`config.mk`:
```
export PLATFORM = sky130hd
export DESIGN_NAME = alu_op_sequencer
export DESIGN_NICKNAME = d
export VERILOG_FILES = /design/src/rtl/cpu_ctrl_pkg.sv /design/src/rtl/alu_op_sequencer_reg_select_decoder.sv /design/src/rtl/alu_op_sequencer.sv
export SDC_FILE = /design/constraint.sdc
export NUM_CORES = 1
export LEC_CHECK = 0
export BUFFER_PORTS_ARGS = -buffer_cell sky130_fd_sc_hd__buf_2
export CORE_MARGIN = 2
export CORE_UTILIZATION = 36
export DETAILED_ROUTE_END_ITERATION = 8
export MAX_ROUTING_LAYER = met4
export PLACE_DENSITY = 0.89
export SYNTH_ARGS = -nofsm -noshare
export SYNTH_HDL_FRONTEND = slang
export SYNTH_SLANG_ARGS = --single-unit
```
`constraint.sdc`:
```
create_clock -name Clock -period 4.03 [get_ports Clock]
set_input_delay 0.2015 -clock Clock [delete_from_list [all_inputs] [get_ports Clock]]
set_output_delay 0.2015 -clock Clock [all_outputs]
set_load 0.05 [all_outputs]
```
`src/rtl/cpu_ctrl_pkg.sv`:
```
// Shared control-sequencer definitions: step states, ALU opcode map,
// opcode classification and IR field placement helpers.
package cpu_ctrl_pkg;

   localparam int OPC_BITS = 5;

   typedef enum logic [2:0] {
      ST_IDLE = 3'd0,
      ST_T0   = 3'd1,
      ST_T1   = 3'd2,
      ST_T2   = 3'd3,
      ST_T3   = 3'd4,
      ST_T4   = 3'd5,
      ST_T5   = 3'd6,
      ST_T6   = 3'd7
   } state_t;

   localparam logic [OPC_BITS-1:0] OP_ADD = 5'b00011;
   localparam logic [OPC_BITS-1:0] OP_SUB = 5'b00100;
   localparam logic [OPC_BITS-1:0] OP_AND = 5'b00101;
   localparam logic [OPC_BITS-1:0] OP_OR  = 5'b00110;
   localparam logic [OPC_BITS-1:0] OP_SHR = 5'b00111;
   localparam logic [OPC_BITS-1:0] OP_SHL = 5'b01000;
   localparam logic [OPC_BITS-1:0] OP_ROR = 5'b01001;
   localparam logic [OPC_BITS-1:0] OP_ROL = 5'b01010;
   localparam logic [OPC_BITS-1:0] OP_MUL = 5'b01111;
   localparam logic [OPC_BITS-1:0] OP_DIV = 5'b10000;
   localparam logic [OPC_BITS-1:0] OP_NEG = 5'b10001;
   localparam logic [OPC_BITS-1:0] OP_NOT = 5'b10010;

   typedef struct packed {
      logic legal;
      logic unary;
      logic muldiv;
   } op_class_t;

   function automatic op_class_t classify_op(input logic [OPC_BITS-1:0] opc);
      op_class_t c;
      c = '0;
      case (opc)
         OP_ADD, OP_SUB, OP_AND, OP_OR,
         OP_SHR, OP_SHL, OP_ROR, OP_ROL: c.legal = 1'b1;
         OP_MUL, OP_DIV: begin
            c.legal  = 1'b1;
            c.muldiv = 1'b1;
         end
         OP_NEG, OP_NOT: begin
            c.legal = 1'b1;
            c.unary = 1'b1;
         end
         default: c = '0;
      endcase
      return c;
   endfunction

   // Register fields sit directly below the opcode: Ra, then Rb, then Rc.
   function automatic int ir_ra_lsb(input int data_w, input int opc_w, input int raddr_w);
      return data_w - opc_w - raddr_w;
   endfunction

   function automatic int ir_rb_lsb(input int data_w, input int opc_w, input int raddr_w);
      return data_w - opc_w - 2 * raddr_w;
   endfunction

   function automatic int ir_rc_lsb(input int data_w, input int opc_w, input int raddr_w);
      return data_w - opc_w - 3 * raddr_w;
   endfunction

endpackage

```
`src/rtl/alu_op_sequencer_reg_select_decoder.sv`:
```
// Register-address to one-hot select decoder; all-zero when not enabled
// or when the address has no matching register.
module reg_select_decoder #(
   parameter int RADDR_W  = 4,
   parameter int NUM_REGS = 16
) (
   input  logic [RADDR_W-1:0]  addr,
   input  logic                en,
   output logic [NUM_REGS-1:0] sel
);

   always_comb begin
      sel = '0;
      for (int i = 0; i < NUM_REGS; i++) begin
         if (en && (addr == RADDR_W'(i))) begin
            sel[i] = 1'b1;
         end
      end
   end

endmodule

```
`src/rtl/alu_op_sequencer.sv`:
```
// Fetch/decode/execute control-step sequencer for register-register ALU
// instructions; drives every datapath strobe from the registered step state.
module alu_op_sequencer
   import cpu_ctrl_pkg::*;
#(
   parameter int DATA_W   = 32,
   parameter int OPC_W    = 5,
   parameter int RADDR_W  = 4,
   parameter int NUM_REGS = 16
) (
   input  logic                Clock,
   input  logic                Reset_n,
   input  logic                Run,
   input  logic                Stop,
   input  logic [DATA_W-1:0]   IR_data,
   input  logic                Mem_ready,
   output logic                PCout,
   output logic                MARin,
   output logic                IncPC,
   output logic                Zin,
   output logic                PCin,
   output logic                Read,
   output logic                MDRin,
   output logic                MDRout,
   output logic                IRin,
   output logic                Yin,
   output logic                Zlowout,
   output logic                Zhighout,
   output logic                LOin,
   output logic                HIin,
   output logic [NUM_REGS-1:0] Rin,
   output logic [NUM_REGS-1:0] Rout,
   output logic [OPC_W-1:0]    operation,
   output logic                Busy,
   output logic                Done,
   output logic                Illegal,
   output logic [2:0]          state_dbg
);

   localparam int RA_LSB = ir_ra_lsb(DATA_W, OPC_W, RADDR_W);
   localparam int RB_LSB = ir_rb_lsb(DATA_W, OPC_W, RADDR_W);
   localparam int RC_LSB = ir_rc_lsb(DATA_W, OPC_W, RADDR_W);
   localparam logic [RADDR_W:0] NREGS_L = (RADDR_W + 1)'(NUM_REGS);

   state_t state, state_nx;
   logic   stop_seen;

   logic [OPC_W-1:0]   opc;
   logic [RADDR_W-1:0] ra, rb, rc;
   op_class_t          op_cls;
   logic               range_bad;
   logic               illegal_op;
   state_t             end_state;

   logic               rin_en, rout_en;
   logic [RADDR_W-1:0] rin_addr, rout_addr;
   logic               unused_ir;

   // IR fields are only meaningful from T3 onward; earlier steps ignore them.
   assign opc       = IR_data[DATA_W-1 -: OPC_W];
   assign ra        = IR_data[RA_LSB +: RADDR_W];
   assign rb        = IR_data[RB_LSB +: RADDR_W];
   assign rc        = IR_data[RC_LSB +: RADDR_W];
   assign unused_ir = ^IR_data[RC_LSB-1:0];

   assign op_cls     = classify_op(OPC_BITS'(opc));
   assign range_bad  = ({1'b0, ra} >= NREGS_L) || ({1'b0, rb} >= NREGS_L) ||
                       (!op_cls.unary && ({1'b0, rc} >= NREGS_L));
   assign illegal_op = !op_cls.legal || range_bad;

   // A Stop seen at any step of the instruction, including its last one,
   // sends the sequencer to IDLE instead of the next fetch.
   assign end_state = (stop_seen || Stop) ? ST_IDLE : ST_T0;

   always_ff @(posedge Clock or negedge Reset_n) begin
      if (!Reset_n) begin
         state     <= ST_IDLE;
         stop_seen <= 1'b0;
      end else begin
         state <= state_nx;
         if (state == ST_IDLE) begin
            stop_seen <= 1'b0;
         end else if (Stop) begin
            stop_seen <= 1'b1;
         end
      end
   end

   // Memory handshake: T1 issues Read/MDRin and holds every strobe until the
   // cycle Mem_ready is high, which is the cycle MDR captures the read data.
   always_comb begin
      state_nx = state;
      case (state)
         ST_IDLE: if (Run && !Stop) state_nx = ST_T0;
         ST_T0:   state_nx = ST_T1;
         ST_T1:   if (Mem_ready) state_nx = ST_T2;
         ST_T2:   state_nx = ST_T3;
         ST_T3: begin
            if (illegal_op)        state_nx = end_state;
            else if (op_cls.unary) state_nx = ST_T5;
            else                   state_nx = ST_T4;
         end
         ST_T4:   state_nx = ST_T5;
         ST_T5:   state_nx = op_cls.muldiv ? ST_T6 : end_state;
         ST_T6:   state_nx = end_state;
         default: state_nx = ST_IDLE;
      endcase
   end

   always_comb begin
      PCout     = 1'b0;
      MARin     = 1'b0;
      IncPC     = 1'b0;
      Zin       = 1'b0;
      PCin      = 1'b0;
      Read      = 1'b0;
      MDRin     = 1'b0;
      MDRout    = 1'b0;
      IRin      = 1'b0;
      Yin       = 1'b0;
      Zlowout   = 1'b0;
      Zhighout  = 1'b0;
      LOin      = 1'b0;
      HIin      = 1'b0;
      operation = '0;
      Done      = 1'b0;
      Illegal   = 1'b0;
      rin_en    = 1'b0;
      rin_addr  = ra;
      rout_en   = 1'b0;
      rout_addr = rb;
      case (state)
         ST_T0: begin
            PCout = 1'b1;
            MARin = 1'b1;
            IncPC = 1'b1;
            Zin   = 1'b1;
         end
         ST_T1: begin
            Zlowout = 1'b1;
            PCin    = 1'b1;
            Read    = 1'b1;
            MDRin   = 1'b1;
         end
         ST_T2: begin
            MDRout = 1'b1;
            IRin   = 1'b1;
         end
         ST_T3: begin
            if (illegal_op) begin
               Illegal = 1'b1;
            end else if (op_cls.unary) begin
               rout_en   = 1'b1;
               Zin       = 1'b1;
               operation = opc;
            end else begin
               rout_en = 1'b1;
               Yin     = 1'b1;
            end
         end
         ST_T4: begin
            rout_en   = 1'b1;
            rout_addr = rc;
            Zin       = 1'b1;
            operation = opc;
         end
         ST_T5: begin
            Zlowout = 1'b1;
            if (op_cls.muldiv) begin
               LOin = 1'b1;
            end else begin
               rin_en = 1'b1;
               Done   = 1'b1;
            end
         end
         ST_T6: begin
            Zhighout = 1'b1;
            HIin     = 1'b1;
            Done     = 1'b1;
         end
         default: ;
      endcase
   end

   assign Busy      = (state != ST_IDLE);
   assign state_dbg = state;

   reg_select_decoder #(
      .RADDR_W  (RADDR_W),
      .NUM_REGS (NUM_REGS)
   ) u_rin_dec (
      .addr (rin_addr),
      .en   (rin_en),
      .sel  (Rin)
   );

   reg_select_decoder #(
      .RADDR_W  (RADDR_W),
      .NUM_REGS (NUM_REGS)
   ) u_rout_dec (
      .addr (rout_addr),
      .en   (rout_en),
      .sel  (Rout)
   );

endmodule

```
# After elaboration in Yosys (flattened, before gate mapping)
# Cells that the tools add are included.
[op_classes] eq_ne=51 n_mux=68 n_reduce_logical=46
[op_table] op="== test 4 bit (second input constant)" count=16
[op_table] op="two-way mux 1 bit" count=55
[op_table] op="logical AND 1 bit" count=33
[op_table] op="== test 4 x 3 -> 1 bit (second input constant)" count=8
[op_table] op="case mux 3 bit (8 select lines)" count=1
[op_table] op="== test 5 x 3 -> 1 bit (second input constant)" count=4
[op_table] op="== test 5 x 4 -> 1 bit (second input constant)" count=4
[op_table] op="== test 4 x 2 -> 1 bit (second input constant)" count=4
[op_table] op="== test 5 bit (second input constant)" count=3
[op_table] op="== test 3 bit (second input constant)" count=4
[op_table] op="two-way mux 3 bit" count=4
[op_table] op="OR reduction 12 bit" count=1
[op_table] op="two-way mux 5 bit" count=2
[op_table] op="case mux 5 bit (2 select lines)" count=1
[op_table] op="== test 4 x 1 -> 1 bit (second input constant)" count=2
[op_table] op="logical NOT 4 bit" count=2
[op_table] op="OR reduction 2 bit" count=4
[op_table] op="== test 3 x 2 -> 1 bit (second input constant)" count=2
[op_table] op="case mux 1 bit (2 select lines)" count=3
[op_table] op="== test 5 x 2 -> 1 bit (second input constant)" count=1
[op_table] op="two-way mux 4 bit" count=1
[op_table] op="== test 3 x 1 -> 1 bit (second input constant)" count=1
[op_table] op="logical NOT 3 bit" count=1
[op_table] op="nonzero test 3 bit" count=1
[op_table] op="other kinds (7)" count=7
[word_totals] register_bits=4 in_bits=37 out_inout_bits=57 word_cells=167

# Logic depth before layout (Yosys ltp)
# Gate-level depths: netlist of run 1.
[logic_depth] word_depth=7 mapped_depth=6 mapped_depth_nobuf=5

# Cells and area by module
# From an unflattened synthesis of run 1, not the netlist that was laid out.
[unflattened] cells_unflattened=120 area_unflattened_um2=744.5
[modules_own_cells] mod="alu_op_sequencer" instances=1 cells_each=74 area_each_um2=509.2 seq_area_each_um2=100.1
[modules_own_cells] mod="reg_select_decoder" instances=2 cells_each=23 area_each_um2=117.6 seq_area_each_um2=0.0

# Worst setup path after synthesis of run 1
# Ideal clock, no wire load.
[synth_timing] path_kind="flip-flop to output port" startpoint="register state[1] (netlist: state_dbg[1])" endpoint="output port Rin[0]" arrival_time_ns=3.029 required_time_ns=3.828 slack_ns=0.800 stages_incl_launch_ff=7 n_path_buf=1 cell_sequence="dfrtp_1 > buf_2 > nand2b_1 > inv_1 > and3_4 > or3b_1 > nor3_1"
[synth_between] elab_chain_cells=4
[synth_lines] item="start: declaration" line_no="alu_op_sequencer.sv:45" source="state_t state, state_nx;"
[synth_lines] item="start signal: assignment" line_no="alu_op_sequencer.sv:80" source="state <= state_nx;"
[synth_lines] item="== test 3 bit" line_no="alu_op_sequencer.sv:132" source="case (state)"
[synth_lines] item="two-way mux 1 bit" line_no="alu_op_sequencer.sv:132"
[synth_lines] item="logical AND 1 bit" line_no="alu_op_sequencer_reg_select_decoder.sv:15" source="if (en && (addr == RADDR_W'(i))) begin"
[synth_lines] item="two-way mux 1 bit" line_no="alu_op_sequencer_reg_select_decoder.sv:15"
[synth_lines] item="end: declaration" line_no="alu_op_sequencer.sv:31" source="output logic [NUM_REGS-1:0] Rin,"
# Every way passes these cells.

# Worst setup path after layout of run 1
[layout_timing] startpoint="register state[1] (netlist: state_dbg[1])" endpoint="output port Rout[0]"
[layout_between] elab_chain_cells=5 word_cells_on_any_way=7 classes_between="eq/ne: 2; mux: 3; reduce/logical: 2"
[layout_lines] item="== test 3 bit" line_no="alu_op_sequencer.sv:132"
[layout_lines] item="two-way mux 4 bit" line_no="alu_op_sequencer.sv:132"
[layout_lines] item="logical NOT 4 bit" line_no="alu_op_sequencer_reg_select_decoder.sv:15"
[layout_lines] item="logical AND 1 bit *" line_no="alu_op_sequencer_reg_select_decoder.sv:15"
[layout_lines] item="two-way mux 1 bit *" line_no="alu_op_sequencer_reg_select_decoder.sv:15"
[layout_lines] item="end: declaration" line_no="alu_op_sequencer.sv:32" source="output logic [NUM_REGS-1:0] Rout,"
# Every way passes the cells marked *; elsewhere a longest branch is shown, timed or not.

==> results of run 1 <==
## worst max-delay path, stage by stage (launching register included)
cell      delay (ps)
dfrtp_1          490
nand3b_1         400
or3_1            400
o31ai_1          100
nand2_1          120
nor2_1           100
buf_2            270
## final timing paths
kind / startpoint / endpoint
max: state_dbg[1] / Rout[0]
min: Stop / stop_seen
max reg2reg: state_dbg[0] / state_dbg[1]
min reg2reg: stop_seen / stop_seen
max in group asynchronous: Reset_n / stop_seen
min in group asynchronous: Reset_n / state_dbg[0]
## flip-flops by register name, summed over array words and instances, names as in the netlist
name and count:
state_dbg 3, stop_seen 1
## power by group
group | switching [mW] | total, mW | internal, mW | leakage, nW
Combinational | 0.422 | 0.546 | 0.124 | 0.617
Clock | 0.0184 | 0.0518 | 0.0334 | 0.0138
Sequential | 0.0416 | 0.101 | 0.0592 | 0.0491
Total | 0.482 | 0.699 | 0.217 | 0.680
## routing by layer
metal / global-route usage (%) / vias to the layer above / part of all wire [%]
met3: 2.047 / 2 / 10
met5: - / - / 0
met1: 21.75 / 506 / 42
li1: - / 597 / -
met4: 5.856 / 0 / 0.74
met2: 33.33 / 63 / 47
## layout make-up
| class | count | area (um^2) |
|---|---|---|
| timing repair buffer | 79 | 400.4 |
| sequential | 4 | 100.1 |
| clock buffer | 3 | 22.52 |
| tap | 27 | 33.78 |
| fill | 220 | 833.3 |
| inverter | 3 | 11.26 |
| multi-input combinational | 120 | 620.6 |
## Yosys cell counts
cell type  number  area [um^2]
nor3_1          5        25.02
and3_4          1        11.26
nand2_1        19        71.32
nor2b_1         5        31.28
nand3_1         2        10.01
o211ai_2        1        12.51
buf_2           3        15.01
mux2_2          1        11.26
and2_1          2        12.51
or3_1           3        18.77
or3b_1          2        17.52
a22oi_1         2        15.01
nor2_1         43        161.4
o21a_1          1        7.510
nor4_1          2        12.51
o21ai_0         6        30.03
o32a_1          1        10.01
inv_1           3        11.26
a32oi_1         1        8.760
buf_4           6        45.04
a21oi_1         3        15.01
dfrtp_1         4        100.1
and3_1          2        12.51
xnor2_1         1        8.760
nand2b_1        9        56.30
mux2i_1         1        10.01
nand4_1         1        6.260
o31ai_1         1        7.510
nand3b_1        5        37.54
## cell families after synthesis
logic type | share of synthesized area [%]
buffers and inverters | 9.004
DFF | 12.64
AOI/OAI and AO/OA | 13.43
muxes | 2.686
and+or+nand+nor | 61.14
xor gates and xnor gates | 1.106
## per-stage QoR
step	cells	area [um^2]
5_1_grt	236	1189
3_3_place_gp	232	1156
6_report	236	1189
2_1_floorplan	136	792.0
3_5_place_dp	232	1156
4_1_cts	236	1189
==> results.md, run 1 <==
- Yosys reg bits: 4
- Worst setup EP type: output pin
- Port Buf Inserts: 78
- Fin nets: 248
- ANT cells: 0
- Routability Congestion: 0.7575
- CTS Buffer Depth: 2
- Share of post-route cells with drive strength above 1: 40.19%
- CTS Buf Count: 3
- Via density: 4.949
- Most common cell after layout, fill and taps aside: buf_2
- Grt ovf: 0
- YS warnings: 0
- Via count: 1168
- R2R setup slack: 2640 ps
- Worst vdd ir: 430.8 uV
- Setup bufs post-CTS: 0
- Syn_area_per_cell: 5.824 um^2
- Worst Setup Slack post-DPL: 1955 ps
- Rel. slew slack: 56.11%
- PD cells: 587.7 mW/mm^2
- Worst EP arrival: 2120 ps
- Final Hold Viols: 0
- Synthesized cell area: 792.0 um^2
- Final period utilization: 57.53%
- DRC viols: 0
- Worst Skew: 1.755 ps
- Max H-tree Level: 1
- Core ar.: 0.002022 mm^2
- Initial antenna violation count: 0
- RSZ-0062 raised after global routing: false
- # Max-Cap Violations: 0
- Final WS setup: 1712 ps
- Post-DRT Antenna Nets: 0
- Synthesized Nets: 173
- WL per Instance: 10.36 um
- Synth cell types: 29
- Die H: 50.91 um
- Aggregate routed wire length: 2445 um
- Pre-antenna DRT Iters: 4
- Seq/Total Area, Yosys: 12.64%
- Status: complete, no violations
- Post-detail-place hpwl: 2004 um
- Cells after synthesis: 136
- Worst-skew pair later-pin latency: 240 ps
- Hold Crit Class: in -> reg
- Sum Neg Setup Slack: 0 ps
- PostCTS Resize Cnt: 0
- CTS tree: done
- Reg2Reg Depth: 5
- Iter 0 DRT Violations: 26
- Critical Setup Path Class: reg -> out
- Largest net degree at the start of global routing: 14
- Starting Density: 39.17%
- Die X: 50.91 um
- Leakage: 0.6802 nW
- Worst-margin pin slew: 658.3 ps
- Hold_ws: 215.7 ps
- Crit path launch type: register
- Fmax: 431.4 MHz
- Pwr Total: 698.5 uW
- Hold_buf cts: 1
- # setup viols final: 0
- Required @ worst endpoint: 3830 ps
- Final min period: 2318 ps
- Die area: 0.002591 mm^2
- Commonest cells after routing, fill and taps aside: buf_2 (78), nor2_1 (43), nand2_1 (19)
- First-pass GRT wire length: 3822 um
- Worst-path clk slew: 40 ps
- Total GRT Usage: 18.65%
- Worst-path fanout max: 11
- I/O pin total: 94
- Synth-to-layout area growth: 50.08%
- Clock root buffer: clkbuf_4
- Vias in the first global route: 952
- Final Max Slew Viols: 0
- Worst hold stages: 2
- Row count: 16
- Sink Count: 4
- Final core area utilization: 58.79%
No activity file was read; power rests on OpenSTA's default activity.
==> run 2: changes to the inputs <==
--- a/config.mk
+++ b/config.mk
@@ -7,10 +7,10 @@
 export LEC_CHECK = 0
 export BUFFER_PORTS_ARGS = -buffer_cell sky130_fd_sc_hd__buf_2
 export CORE_MARGIN = 2
-export CORE_UTILIZATION = 36
+export CORE_UTILIZATION = 30
 export DETAILED_ROUTE_END_ITERATION = 8
 export MAX_ROUTING_LAYER = met4
-export PLACE_DENSITY = 0.89
+export PLACE_DENSITY = 0.79
 export SYNTH_ARGS = -nofsm -noshare
 export SYNTH_HDL_FRONTEND = slang
 export SYNTH_SLANG_ARGS = --single-unit
==> constraint.sdc (replaced) <==
create_clock -name Clock -period 2.05 [get_ports Clock]
set_input_delay 0.1025 -clock Clock [delete_from_list [all_inputs] [get_ports Clock]]
set_output_delay 0.1025 -clock Clock [all_outputs]
set_load 0.05 [all_outputs]
==> run 2 against run 1 <==
Compared with the run above:
- sequential power rose by 81%
- power rose by 120%
- combinational power rose by 130%
- first-iteration DRC count fell by 12%
- non-clock buffer count rose by 7
- cell count rose by 4.7%
- critical path type unchanged
- register-to-register slack got worse by 2100 ps
- core utilization fell by 0.23 points
- largest cell class unchanged
==> results.md, run 2 (same netlist as run 1, synthesis figures left out) <==
- Iter 0 DRT Violations: 23
- First-pass GRT wire length: 4554 um
- Worst-path cell chain: nand2b_4 > clkinvlp_4 > and3_4 > or3b_4 > nor3_4 > buf_6
- Initial antenna violation count: 0
- Synth-to-layout area growth: 84.83%
- Placed Cells: 239
- CP max-delay cell: or3b_4
- Die X: 55.38 um
- Required @ worst endpoint: 1950 ps
- Row count: 18
- Fill cell count: 264
- Aggregate routed wire length: 2832 um
- Worst vdd ir: 1271 uV
- Pwr Total: 1.543 mW
- Share of post-route cells with drive strength above 1: 60.83%
- Fin nets: 255
- Hold Crit Class: in -> reg
- Final period utilization: 96.75%
- DRC viols: 0
- Worst EP arrival: 1880 ps
- Worst path max stage delay: 450 ps
- WL per Instance: 11.47 um
- Hold_ws: 125.1 ps
- Dpl cell area: 0.001344 mm^2
- Routability Congestion: 0.8116
- Via count: 1217
- Pre-antenna DRT Iters: 4
- Total GRT Usage: 17.81%
- Worst-path fanout max: 4
- Crit path launch type: register
- Largest net degree at the start of global routing: 14
- Die area: 0.003067 mm^2
- PD cells: 1054 mW/mm^2
- Max H-tree Level: 1
- ANT cells: 0
- I/O pin total: 94
- Max FFs per register: 3
- Post-detail-place hpwl: 2295 um
- Sink Count: 4
- Non-filler instance count after layout: 247
- Critical Setup Path Class: reg -> out
- CTS Buf Count: 3
- Vias in the first global route: 1113
- Clock root buffer: clkbuf_4
- Final Max Slew Viols: 0
- Via density: 4.927
- Post-DRT Antenna Nets: 0
- Grt ovf: 0
- Most common cell after layout, fill and taps aside: buf_2
- # Max-Cap Violations: 0
- Port Buf Inserts: 78
- # setup viols final: 0
- Final min period: 1983 ps
- CTS Buffer Depth: 2
- Worst setup EP type: output pin
- Worst-skew pair later-pin latency: 240 ps
- Worst Skew: 8.914 ps
- Final Hold Viols: 0
- Final core area utilization: 58.56%
- Die H: 55.38 um
- Status: complete, no violations
- Final instance area: 0.001464 mm^2
- Worst-path clk slew: 50 ps
- Core ar.: 0.002500 mm^2
- Leakage: 0.7194 nW
- CTS tree: done
- Fmax: 504.2 MHz
- Commonest cells after routing, fill and taps aside: buf_2 (68), nor2_2 (22), nand2_1 (18)
- Worst-margin pin slew: 376.0 ps
- Rel. slew slack: 74.88%
- Starting Density: 31.68%
## run 2: path summary, 6_finish.rpt
path	slack, ps	cells after the start	endpoint	start
max in group asynchronous	1690	2	state_dbg[1]	Reset_n
setup / recovery	70	6	Rin[0]	state_dbg[0]
min in group asynchronous	210	2	state_dbg[2]	Reset_n
setup reg to reg	590	6	state_dbg[0]	state_dbg[0]
hold / removal	130	2	stop_seen	Stop
hold reg to reg	540	1	stop_seen	stop_seen
## run 2: layout make-up
class,count,area [um^2],share of cell area [%]
Timing Repair Buffer,86,481.7,32.91
Inverter,3,15.01,1.026
Multi-Input combinational cell,120,799.5,54.62
Tap cell,30,37.54,2.564
Sequential cell,4,103.9,7.094
Clock buffer,4,26.28,1.795
## run 2: timing repair
action,in CTS,in global routing
endpoints found under the setup margin,3,19
endpoints found under the hold margin,4,0
hold buffers,1,0
gates resized for setup,3,17
setup buffers,0,3
gates cloned,0,0
pin swaps,0,1
## run 2: per-stage QoR
stage / setup TNS [ps] / setup WS [ps]
6_report: 0 / 66.64
5_1_grt: -19.41 / -13.59
4_1_cts: 0 / 2.555
3_5_place_dp: 0 / 204.2
3_3_place_gp: 0 / 207.4
2_1_floorplan: -629.6 / -152.9
## run 2: power by group
group | leakage (nW) | switching [mW] | internal (mW)
logic | 0.659 | 0.923 | 0.327
clock network | 0.0150 | 0.0365 | 0.0733
registers | 0.0454 | 0.0611 | 0.122
## run 2: metal layers
metal	wire length (um)	global-route usage [%]	part of all wire [%]	vias up
met5	0	-	0	-
met4	14	3.136	0.49	0
met3	215	2.810	7.6	4
met2	1456	33.16	51	56
met1	1145	20.09	40	540
li1	-	-	-	617
## run 2: worst max-delay path: cells and delay by family (launching register included)
family	cells	cell delay (ps)
buffers and inverters	2	260
flip-flops	1	400
AND/OR/NAND/NOR	4	980
